$ cat config.mk
export PLATFORM = sky130hd
export DESIGN_NAME = seq_multiplier
export DESIGN_NICKNAME = d
export VERILOG_FILES = /design/src/rtl/seq_multiplier.sv
export SDC_FILE = /design/constraint.sdc
export NUM_CORES = 1
export LEC_CHECK = 0
export BUFFER_PORTS_ARGS = -buffer_cell sky130_fd_sc_hd__buf_2
export CAP_MARGIN = 20
export CORE_UTILIZATION = 63
export CTS_CLUSTER_DIAMETER = 50
export DETAILED_ROUTE_END_ITERATION = 16
export PLACE_DENSITY_LB_ADDON = 0.1
export RECOVER_POWER = 25
export SLEW_MARGIN = 25
export SYNTH_ARGS = -nofsm -noshare
export SYNTH_HDL_FRONTEND = slang
export SYNTH_SLANG_ARGS = --single-unit
export TNS_END_PERCENT = 5
$ cat constraint.sdc
create_clock -name clk -period 6.44 [get_ports clk]
set_input_delay 0.644 -clock clk [delete_from_list [all_inputs] [get_ports clk]]
set_output_delay 0.644 -clock clk [all_outputs]
set_load 0.005 [all_outputs]
$ cat src/rtl/seq_multiplier.sv
// Sequential shift-add multiplier: WIDTH cycles per multiply, ready/valid in and out.
// Optional macro SEQ_MUL_SIGNED_EN adds a sgn port for two's-complement operands.
module seq_multiplier #(
  parameter int unsigned WIDTH = 8
) (
  input  logic               clk,
  input  logic               rst_n,
`ifdef SEQ_MUL_SIGNED_EN
  input  logic               sgn,
`endif
  input  logic               in_valid,
  output logic               in_ready,
  input  logic [WIDTH-1:0]   a,
  input  logic [WIDTH-1:0]   b,
  output logic               out_valid,
  input  logic               out_ready,
  output logic [2*WIDTH-1:0] product,
  output logic               busy
);

  localparam int unsigned PW = 2 * WIDTH;
  localparam int unsigned CW = $clog2(WIDTH + 1);

  typedef enum logic [1:0] {IDLE, CALC, DONE} state_t;

  state_t          state;
  logic [CW-1:0]   cnt;
  logic [PW-1:0]   acc;
  logic [PW-1:0]   mcand;
  logic [WIDTH-1:0] mplier;
  logic [WIDTH-1:0] a_mag;
  logic [WIDTH-1:0] b_mag;
  logic            neg_in;
  logic [PW-1:0]   acc_next;
  logic [PW-1:0]   result;
`ifdef SEQ_MUL_SIGNED_EN
  logic            neg;
`endif

  // Operand magnitudes and result sign as seen on the accept edge
  always_comb begin
    a_mag  = a;
    b_mag  = b;
    neg_in = 1'b0;
`ifdef SEQ_MUL_SIGNED_EN
    if (sgn) begin
      a_mag  = a[WIDTH-1] ? WIDTH'(~a + WIDTH'(1)) : a;
      b_mag  = b[WIDTH-1] ? WIDTH'(~b + WIDTH'(1)) : b;
      neg_in = a[WIDTH-1] ^ b[WIDTH-1];
    end
`endif
  end

  // One shift-add step; result is what product loads on the final step
  always_comb begin
    acc_next = acc + (mplier[0] ? mcand : PW'(0));
    result   = acc_next;
`ifdef SEQ_MUL_SIGNED_EN
    if (neg) result = PW'(~acc_next + PW'(1));
`endif
  end

  always_ff @(posedge clk or negedge rst_n) begin
    if (!rst_n) begin
      state     <= IDLE;
      cnt       <= '0;
      acc       <= '0;
      mcand     <= '0;
      mplier    <= '0;
      product   <= '0;
      in_ready  <= 1'b1;
      out_valid <= 1'b0;
      busy      <= 1'b0;
`ifdef SEQ_MUL_SIGNED_EN
      neg       <= 1'b0;
`endif
    end else begin
      case (state)
        IDLE: begin
          if (in_valid) begin
            state    <= CALC;
            cnt      <= '0;
            acc      <= '0;
            mcand    <= {WIDTH'(0), a_mag};
            mplier   <= b_mag;
            in_ready <= 1'b0;
            busy     <= 1'b1;
`ifdef SEQ_MUL_SIGNED_EN
            neg      <= neg_in;
`endif
          end
        end
        CALC: begin
          acc    <= acc_next;
          mcand  <= mcand << 1;
          mplier <= mplier >> 1;
          if (cnt == CW'(WIDTH - 1)) begin
            state     <= DONE;
            product   <= result;
            out_valid <= 1'b1;
          end else begin
            cnt <= cnt + CW'(1);
          end
        end
        DONE: begin
          if (out_ready) begin
            state     <= IDLE;
            out_valid <= 1'b0;
            busy      <= 1'b0;
            in_ready  <= 1'b1;
          end
        end
        default: begin
          state     <= IDLE;
          in_ready  <= 1'b1;
          out_valid <= 1'b0;
          busy      <= 1'b0;
        end
      endcase
    end
  end

  // neg_in only feeds the signed build
  logic unused_neg;
  assign unused_neg = neg_in;

endmodule

# After elaboration in Yosys (flattened, before gate mapping)
# Index checks and enable logic that the tools add are counted.
# W data, S select, Z words.
# word_totals
regBits	65
output_inout_bits	19
# classes
addsub	2
n_eq_ne	7
muxes	22
n_bitwise	2
n_reduce_logical	8
# ops
op	n
$pmux W16 S2	2
$mux W16	3
$add A16 B16 Y16	1
$pmux W8 S2	1
$reduce_and A3 Y1	4
$pmux W1 S3	3
$mux W4	2
$mux W8	1
$ne A2 B2 Y1 const B	4
$pmux W4 S2	1
$mux W2	3
$pmux W2 S3	1
$mux W1	5
$add A4 B1 Y4 const B	1
$eq A4 B3 Y1 const B	1
$reduce_and A2 Y1	2
$eq A2 B1 Y1 const B	1
$eq A2 B2 Y1 const B	1
$logic_not A2 Y1	1
$not A1 Y1	2
$reduce_bool A2 Y1	1

# Longest topological paths before layout
# Gate-level depths: netlist of run 1.
# depth
word_depth	3
ltp_mapped	10

# Least setup slack after synthesis of run 1
# OpenSTA, ideal clock, no wires.
# synth_timing
path_kind	register to register
startpoint	register mplier[0]
endpoint	register product[14]
setup_ns	0.127
arrival_time_ns	2.119
setup_slack_ns	4.194
stages_incl_launch_ff	10
n_path_buf	0
cell_sequence	dfrtp_1 > and2_1 > ha_1 > fa_1 > a21oi_1 > nand4b_1 > a21oi_1 > o32ai_1 > xor2_1 > a21oi_1
# synth_via
elab_chain_cells	2
# synth_rtl
element	line_no	text
start: declaration	30	logic [WIDTH-1:0] mplier;
start signal: assignment	85	mplier <= b_mag;
start signal: assignment	96	mplier <= mplier >> 1;
$mux W16	56	acc_next = acc + (mplier[0] ? mcand : PW'(0));
$add A16 B16 Y16	56	
end signal: assignment	99	product <= result;
end: declaration	17	output logic [2*WIDTH-1:0] product,
# No other way between the ends.
# A chain may end at the register's enable or synchronous reset.

==> flow_metrics.py, run 1 <==
metrics = {
    "synthesis": {
        "ys_seq_area_frac": 0.482,
        "synthCells": 312,
        "synth_seq_cells": 65,
        "syn_area_um2": 3380,
        "synth_top_area_cell": "dfrtp_1",
        "ys.flop_type": "dfrtp_1",
        "ys_types": 47,
        "synth.area.top_cells": "dfrtp_1 47%, a22o_1 6.2%, ha_1 5.9%",
        "async_flop_share": 1.00,
        "synth-edff-count": 0,
        "yosys.area.top_type_share": 0.474,
        "syn_nets": 349,
        "syn_avg_cell_area_um2": 10.8,
        "yosysWarnings": 0,
    },
    "timing": {
        "tns_ns": 0,
        "holdWs_ns": 0.481,
        "finalCritPeriodShare": 0.530,
        "relSlewSlack": -1.25,
        "tightest_slew_ns": 3.37,
        "timing.fmax_mhz": 293,
        "finalSetupViolations": 0,
        "slew_violations": 66,
        "period_minus_slack_ns": 3.41,
        "hold_viol": 0,
        "grt_setup_unrepaired": "false",
        "setup_slack_ns": 3.03,
        "fin_skew_ns": 0.0118,
    },
    "power": {
        "netSwitchingFraction": 0.388,
        "p_switching_w": 0.000715,
        "power_frac_seq": 0.382,
        "combPwrFrac": 0.429,
        "ir_drop_mv": 0.383,
        "power_density_nw_per_um2": 479,
        "power_leakage_nw": 1.91,
        "clkPwrFrac": 0.190,
        "intPower_w": 0.00113,
    },
    "worst_setup_path": {
        "worstPathMaxFanout": 65,
        "path_depth": 2,
        "crit_family": "buffers and inverters",
        "worst_setup_path_end_kind": "async pin",
        "timing.rr.start": "mplier[0]",
        "rrSetupSlack_ns": 3.83,
        "reg2reg_depth": 9,
        "path_cells": "buf_2 > clkbuf_1",
        "slowest_delay_ns": 2.36,
        "cp_slowest_cell": "clkbuf_1",
        "cp.required_ns": 6.15,
        "crit_type": "in2async",
        "worst-path-buf-inv": 2,
        "r2r-end": "acc[14]",
        "worstPathArrival_ns": 3.13,
        "cp-start-kind": "input pin",
    },
    "clocking": {
        "cts_inserted_buffers": 9,
        "cts_resized": 0,
        "cts_max_level": 3,
        "cts_tree": "built",
        "holdBufCountCts": 0,
        "insertion_delay_ns": 0.36,
        "ctsLongestPathBuffers": 2,
        "clkSinkCount": 65,
        "cts_setup_buffers": 0,
        "clkTransAtPathRegs_ns": 0.07,
        "root_buffer": "clkbuf_8",
    },
    "die": {
        "num_rows": 26,
        "fp.dieArea_um2": 5660,
        "die_h_um": 75.2,
        "design.core.area_um2": 5140,
        "initial_core_util": 0.657,
        "fp.dieW_um": 75.2,
        "pin_count": 39,
    },
    "run_status": {
        "violations": "capacitance limit, slew limit",
        "status": "finished, violations left",
    },
    "global_route": {
        "grt_max_degree": 66,
        "antenna_found_initial": 0,
        "grt_pass1_vias": 2449,
        "grt-ovfl-total": 0,
        "track_usage": 0.279,
        "grt_first_pass_wirelength_um": 11300,
    },
    "placement": {
        "io_buffers": 38,
        "dp.final_hpwl_um": 4770,
        "dp_worst_setup_slack_ns": 3.83,
        "place.gp.congestion": 0.890,
    },
    "worst_hold_path": {
        "hp-start": "mplier[1]",
        "hold_path_depth": 2,
        "hp-class": "reg2reg",
        "hold_path_end": "mplier[1]",
    },
    "final_layout": {
        "multi_input_area_um2": 1680,
        "antenna_cells": 0,
        "final_nets": 387,
        "fill_cells": 398,
        "synthToLayoutAreaGrowth_pct": 13.7,
        "drive_above_1_share": 0.225,
        "regArea_um2": 1630,
    },
    "route": {
        "via_per_inst": 5.91,
        "ant_nets": 0,
        "route.detailed.drc": 0,
        "wl_per_cell_um": 16.2,
        "route.vias.total": 2513,
        "first_pass_iters": 5,
        "drt_iter0_markers": 123,
        "finalWirelength_um": 6870,
    },
    "job": {
        "cap_violations": 1,
    },
}
-- worst max path at each step --
| stage | endpoint | startpoint |
|---|---|---|
| 5_1_grt | product[11] | rst_n |
| 2_1_floorplan | product[14] | mplier[0] |
| 3_3_place_gp | product[14] | mplier[0] |
| 6_report | product[11] | rst_n |
| 3_5_place_dp | acc[14] | mplier[0] |
| 4_1_cts | product[14] | mplier[0] |
-- state kept, by name, indices dropped and copies added, names as in the netlist --
register,cells
mcand,16
acc,16
state,2
cnt,4
product,16
in_ready,1
busy,1
out_valid,1
mplier,8
-- power groups by stage --
| stage | combinational [W] | sequential [W] | clock [W] |
|---|---|---|---|
| floorplan | 0.000598 | 0.000672 | 0 |
| global placement | 0.000742 | 0.000702 | 0 |
| detailed placement | 0.000792 | 0.000707 | 0 |
| CTS | 0.000792 | 0.000702 | 0.000358 |
| global route | 0.000879 | 0.000729 | 0.000373 |
| finish | 0.000789 | 0.000702 | 0.000349 |
-- per-layer routing --
layer  vias up  global-route usage  routed length, um
met5         -                   0                  0
met2        59               0.447               3290
met3        13              0.0897                285
met1      1235               0.354               3170
li1       1206                   -                  -
met4         0               0.109                122
-- logic make-up after synthesis --
logic type | Yosys count | share of synthesized area
multiplexers | 29 | 0.0923
XOR/XNOR | 14 | 0.0363
adder cells (fa/ha/maj) | 17 | 0.0652
AND/OR/NAND/NOR | 75 | 0.110
flip-flops | 65 | 0.482
buffers and inverters | 19 | 0.0256
AO/OA/AOI/OAI | 93 | 0.188
-- final cells by class --
class	instances	area share
Multi-Input combinational cell	228	0.437
Sequential cell	65	0.424
Timing Repair Buffer	42	0.0616
Clock buffer	10	0.0332
Tap cell	70	0.0228
Clock inverter	6	0.0176
Inverter	4	0.00391
-- metrics by stage --
stage                     total power [W]  area (um2)  utilization  std cells
after floorplan                   0.00127        3380            -        312
after global placement            0.00144        3620        0.704        408
after detailed placement          0.00150        3650        0.710        409
after CTS                         0.00185        3840        0.748        425
after global routing              0.00198        3840        0.747        425
final                             0.00184        3840        0.747        425
-- synthesized netlist by cell type, types with 2 or more instances --
library cell,n
nor3_1,2
o21ai_2,2
ha_1,16
nand2_1,28
and2_1,15
a22o_1,24
nand3_1,3
clkbuf_1,10
nor2b_1,2
nor2_1,13
o21ai_0,25
nand3b_1,2
o21bai_1,2
a21oi_1,20
inv_1,4
a21o_1,6
buf_2,4
mux2_2,13
xor2_1,6
mux2i_1,15
o21ai_1,2
xnor2_1,8
nand2b_1,3
dfrtp_1,64
-- layout by cell type, fill, tap and decap left out, drive strengths merged, types with 2 or more instances in the layout --
master    netlist  final
dfrtp          64     64
clkinvlp        0      2
xor2            6      6
o21ai          29     29
xnor2           8      8
a22o           24     24
buf             4     41
ha             16     16
clkinv          0      2
o21bai          2      2
nand2          29     29
nor2b           2      2
and2           15     15
nand2b          3      3
inv             4      5
mux2           14     14
clkbuf         11     11
nand3b          2      2
a211oi          2      2
a21o            6      6
nor2           14     14
nand3           3      3
mux2i          15     15
o41ai           2      2
nor3            2      2
a21oi          20     20
(Power assumes the default switching activity.)
==> run 2, diff against run 1 <==
- ABC_AREA: default -> 1
- CORE_UTILIZATION: 63 -> 53
- clock period: 6.44 -> 2.75 ns (I/O delays scaled with it)
==> run 2 against run 1 <==
  * The run ends with DRC, capacitance limit, slew limit left
  * Setup slack got worse by 2.5 ns
  * Clock skew fell by 0.0068 ns
  * Critical path depth increased by 9
  * Hold slack worse by 0.35 ns
  * Sequential power increased by 140%
  * Routed wire length rose by 11%
  * Sequential share of layout area shrank 2.3 points
  * Total power rose to 2.8 times the previous value
  * Area after synthesis up 8.0%
  * First-iteration DRC count grew 47%
  * Sequential cell count unchanged
  * Highest routed layer unchanged
==> flow_metrics.py, run 2 <==
metrics = {
    "clocking": {
        "cts_tree": "built",
        "cts_resized": 0,
        "cts_inserted_buffers": 9,
        "cts_setup_buffers": 0,
        "ctsLongestPathBuffers": 2,
        "root_buffer": "clkbuf_8",
        "clkTransAtPathRegs_ns": 0.07,
        "holdBufCountCts": 0,
        "insertion_delay_ns": 0.35,
        "clkSinkCount": 65,
        "cts_max_level": 3,
    },
    "worst_setup_path": {
        "rrSetupSlack_ns": 0.54,
        "path_common_cell": "nand2_1",
        "timing.rr.start": "mplier[0]",
        "crit_family": "simple AND/OR/NAND/NOR gates",
        "cp-start-kind": "register",
        "worst_setup_path_end_kind": "register",
        "cp.required_ns": 2.99,
        "worstPathArrival_ns": 2.45,
        "r2r-end": "acc[6]",
        "crit_type": "reg2reg",
        "slowest_delay_ns": 0.56,
        "worstPathMaxFanout": 17,
        "worst-path-buf-inv": 1,
        "reg2reg_depth": 11,
        "path_cells": "nand2_1 > inv_1 > ha_1 > fa_1 > nand2_1 > nand2_1 > nand3b_1 > nand2_1 > or2_1 > nand3_1 > nand2_1",
        "cp_slowest_cell": "dfrtp_1",
    },
    "timing": {
        "period_minus_slack_ns": 2.21,
        "fin_skew_ns": 0.00505,
        "relSlewSlack": -0.0617,
        "tightest_slew_ns": 1.59,
        "holdWs_ns": 0.127,
        "finalCritPeriodShare": 0.803,
        "slew_violations": 66,
        "timing.fmax_mhz": 453,
        "grt_setup_unrepaired": "false",
        "tns_ns": 0,
        "finalSetupViolations": 0,
        "hold_viol": 0,
    },
    "synthesis": {
        "ys.flop_type": "dfrtp_1",
        "synth_seq_cells": 65,
        "yosysWarnings": 0,
        "yosys.area.top_type_share": 0.439,
        "synthCells": 486,
        "synth_common_cells": "173 x nand2_1, 81 x inv_1, 64 x dfrtp_1, 24 x nand3_1, 23 x o21ai_0",
        "ys_types": 32,
        "synth-edff-count": 0,
        "syn_area_um2": 3650,
        "ys_seq_area_frac": 0.446,
        "syn_nets": 523,
        "syn_avg_cell_area_um2": 7.50,
        "synth_top_area_cell": "dfrtp_1",
        "synth.area.top_cells": "dfrtp_1 44%, nand2_1 18%, inv_1 8.3%",
        "synth.most_common_cell": "nand2_1",
        "async_flop_share": 1.00,
    },
    "global_route": {
        "grt_first_pass_wirelength_um": 13700,
        "antenna_found_initial": 0,
        "track_usage": 0.245,
        "grt-ovfl-total": 0,
        "grt_max_degree": 66,
        "grt_pass1_vias": 2969,
    },
    "run_status": {
        "status": "finished, violations left",
        "violations": "DRC, capacitance limit, slew limit",
    },
    "power": {
        "power_leakage_nw": 2.36,
        "ir_drop_mv": 0.872,
        "power_density_nw_per_um2": 1260,
        "finalPower_w": 0.00509,
    },
    "route": {
        "finalWirelength_um": 7640,
        "wl_per_cell_um": 12.6,
        "via_per_inst": 4.95,
        "route.vias.total": 2996,
        "route.detailed.drc": 1,
        "first_pass_iters": 10,
        "drt_iter0_markers": 181,
        "ant_nets": 0,
    },
    "final_layout": {
        "final_common_cell": "nand2_1",
        "stdcell_area_um2": 4060,
        "synthToLayoutAreaGrowth_pct": 11.3,
        "antenna_cells": 0,
        "drive_above_1_share": 0.123,
        "final_nets": 560,
        "top_regs": "acc: 16 flops, mcand: 16 flops, product: 16 flops",
        "final_cell_mix": "173 x nand2_1, 81 x inv_1, 64 x dfrtp_1, 38 x buf_2, 24 x nand3_1",
    },
    "die": {
        "design.core.area_um2": 6490,
        "pin_count": 39,
        "initial_core_util": 0.562,
        "die_h_um": 85.0,
        "fp.dieW_um": 85.0,
        "num_rows": 29,
        "fp.dieArea_um2": 7220,
    },
    "worst_hold_path": {
        "hp-start": "b[7]",
        "hp-class": "in2reg",
        "hold_path_depth": 3,
        "hold_path_end": "mplier[7]",
    },
    "placement": {
        "place_area_um2": 3870,
        "place.gp.congestion": 0.918,
        "dp.final_hpwl_um": 5400,
        "io_buffers": 38,
    },
    "job": {
        "cap_violations": 1,
    },
}
-- run 2: cell count changes in the layout (fill, tap and decap cells not counted), sizes merged, moves of 8 or more --
cell and delta:
nand2 +145, inv +80, a22o -24, nand3 +21, mux2i -15, mux2 -14
and2 -13, o211ai +12, a21oi -8, nor2 +8
-- run 2: metrics by stage --
step,cells,setup WS (ns),util
detailed placement,589,0.568,0.596
CTS,605,0.558,0.625
floorplan,486,0.809,-
global placement,589,0.626,0.596
global route,605,0.324,0.625
finish,605,0.542,0.625
-- run 2: cell families (layout without fill, tap and decap cells) --
logic type	count (synthesis)	count (layout)	share of synthesized area
AOI/OAI and AO/OA	64	64	0.0991
and+or+nand+nor	233	233	0.267
buffers and inverters	100	142	0.111
xor gates and xnor gates	7	7	0.0168
DFF	65	65	0.446
adders and majority gates	17	17	0.0604
-- run 2: cell type report --
class,count,area (um2)
clock buffers,13,149
clock inverters,3,40.0
fillers,596,2440
inverters,85,319
multi-input cells,321,1620
flip-flops and latches,65,1630
well taps,77,96.3
repair buffers,41,210
-- run 2: how the worst max path moves through the flow --
| stage | start | end | slack (ns) | cells after the start |
|---|---|---|---|---|
| 6_report | mplier[0] | acc[6] | 0.54 | 11 |
| 5_1_grt | mplier[0] | acc[14] | 0.32 | 14 |
| 4_1_cts | mplier[0] | acc[6] | 0.56 | 11 |
| 3_5_place_dp | mplier[0] | product[8] | 0.57 | 12 |
| 3_3_place_gp | mplier[0] | product[8] | 0.63 | 12 |
| 2_1_floorplan | mplier[0] | acc[13] | 0.81 | 13 |
-- run 2: routing by layer --
metal	vias to the layer above	part of all wire	global-route usage
li1	1593	-	-
met1	1335	0.50	0.331
met2	57	0.44	0.386
met3	11	0.043	0.0467
met4	0	0.017	0.108
met5	-	0	0
-- run 2: power breakdown --
| group | leakage [nW] | switching, W | total (W) | internal (W) |
|---|---|---|---|---|
| logic | 1.45 | 0.00165 | 0.00259 | 0.000946 |
| clock network | 0.0974 | 0.000368 | 0.000810 | 0.000442 |
| registers | 0.814 | 0.000274 | 0.00169 | 0.00142 |
| total | 2.36 | 0.00229 | 0.00509 | 0.00280 |
-- run 2: worst min-delay path, stage by stage --
cell and delay, ns:
buf_2 0.07, nand2_1 0.04, o21ai_0 0.05
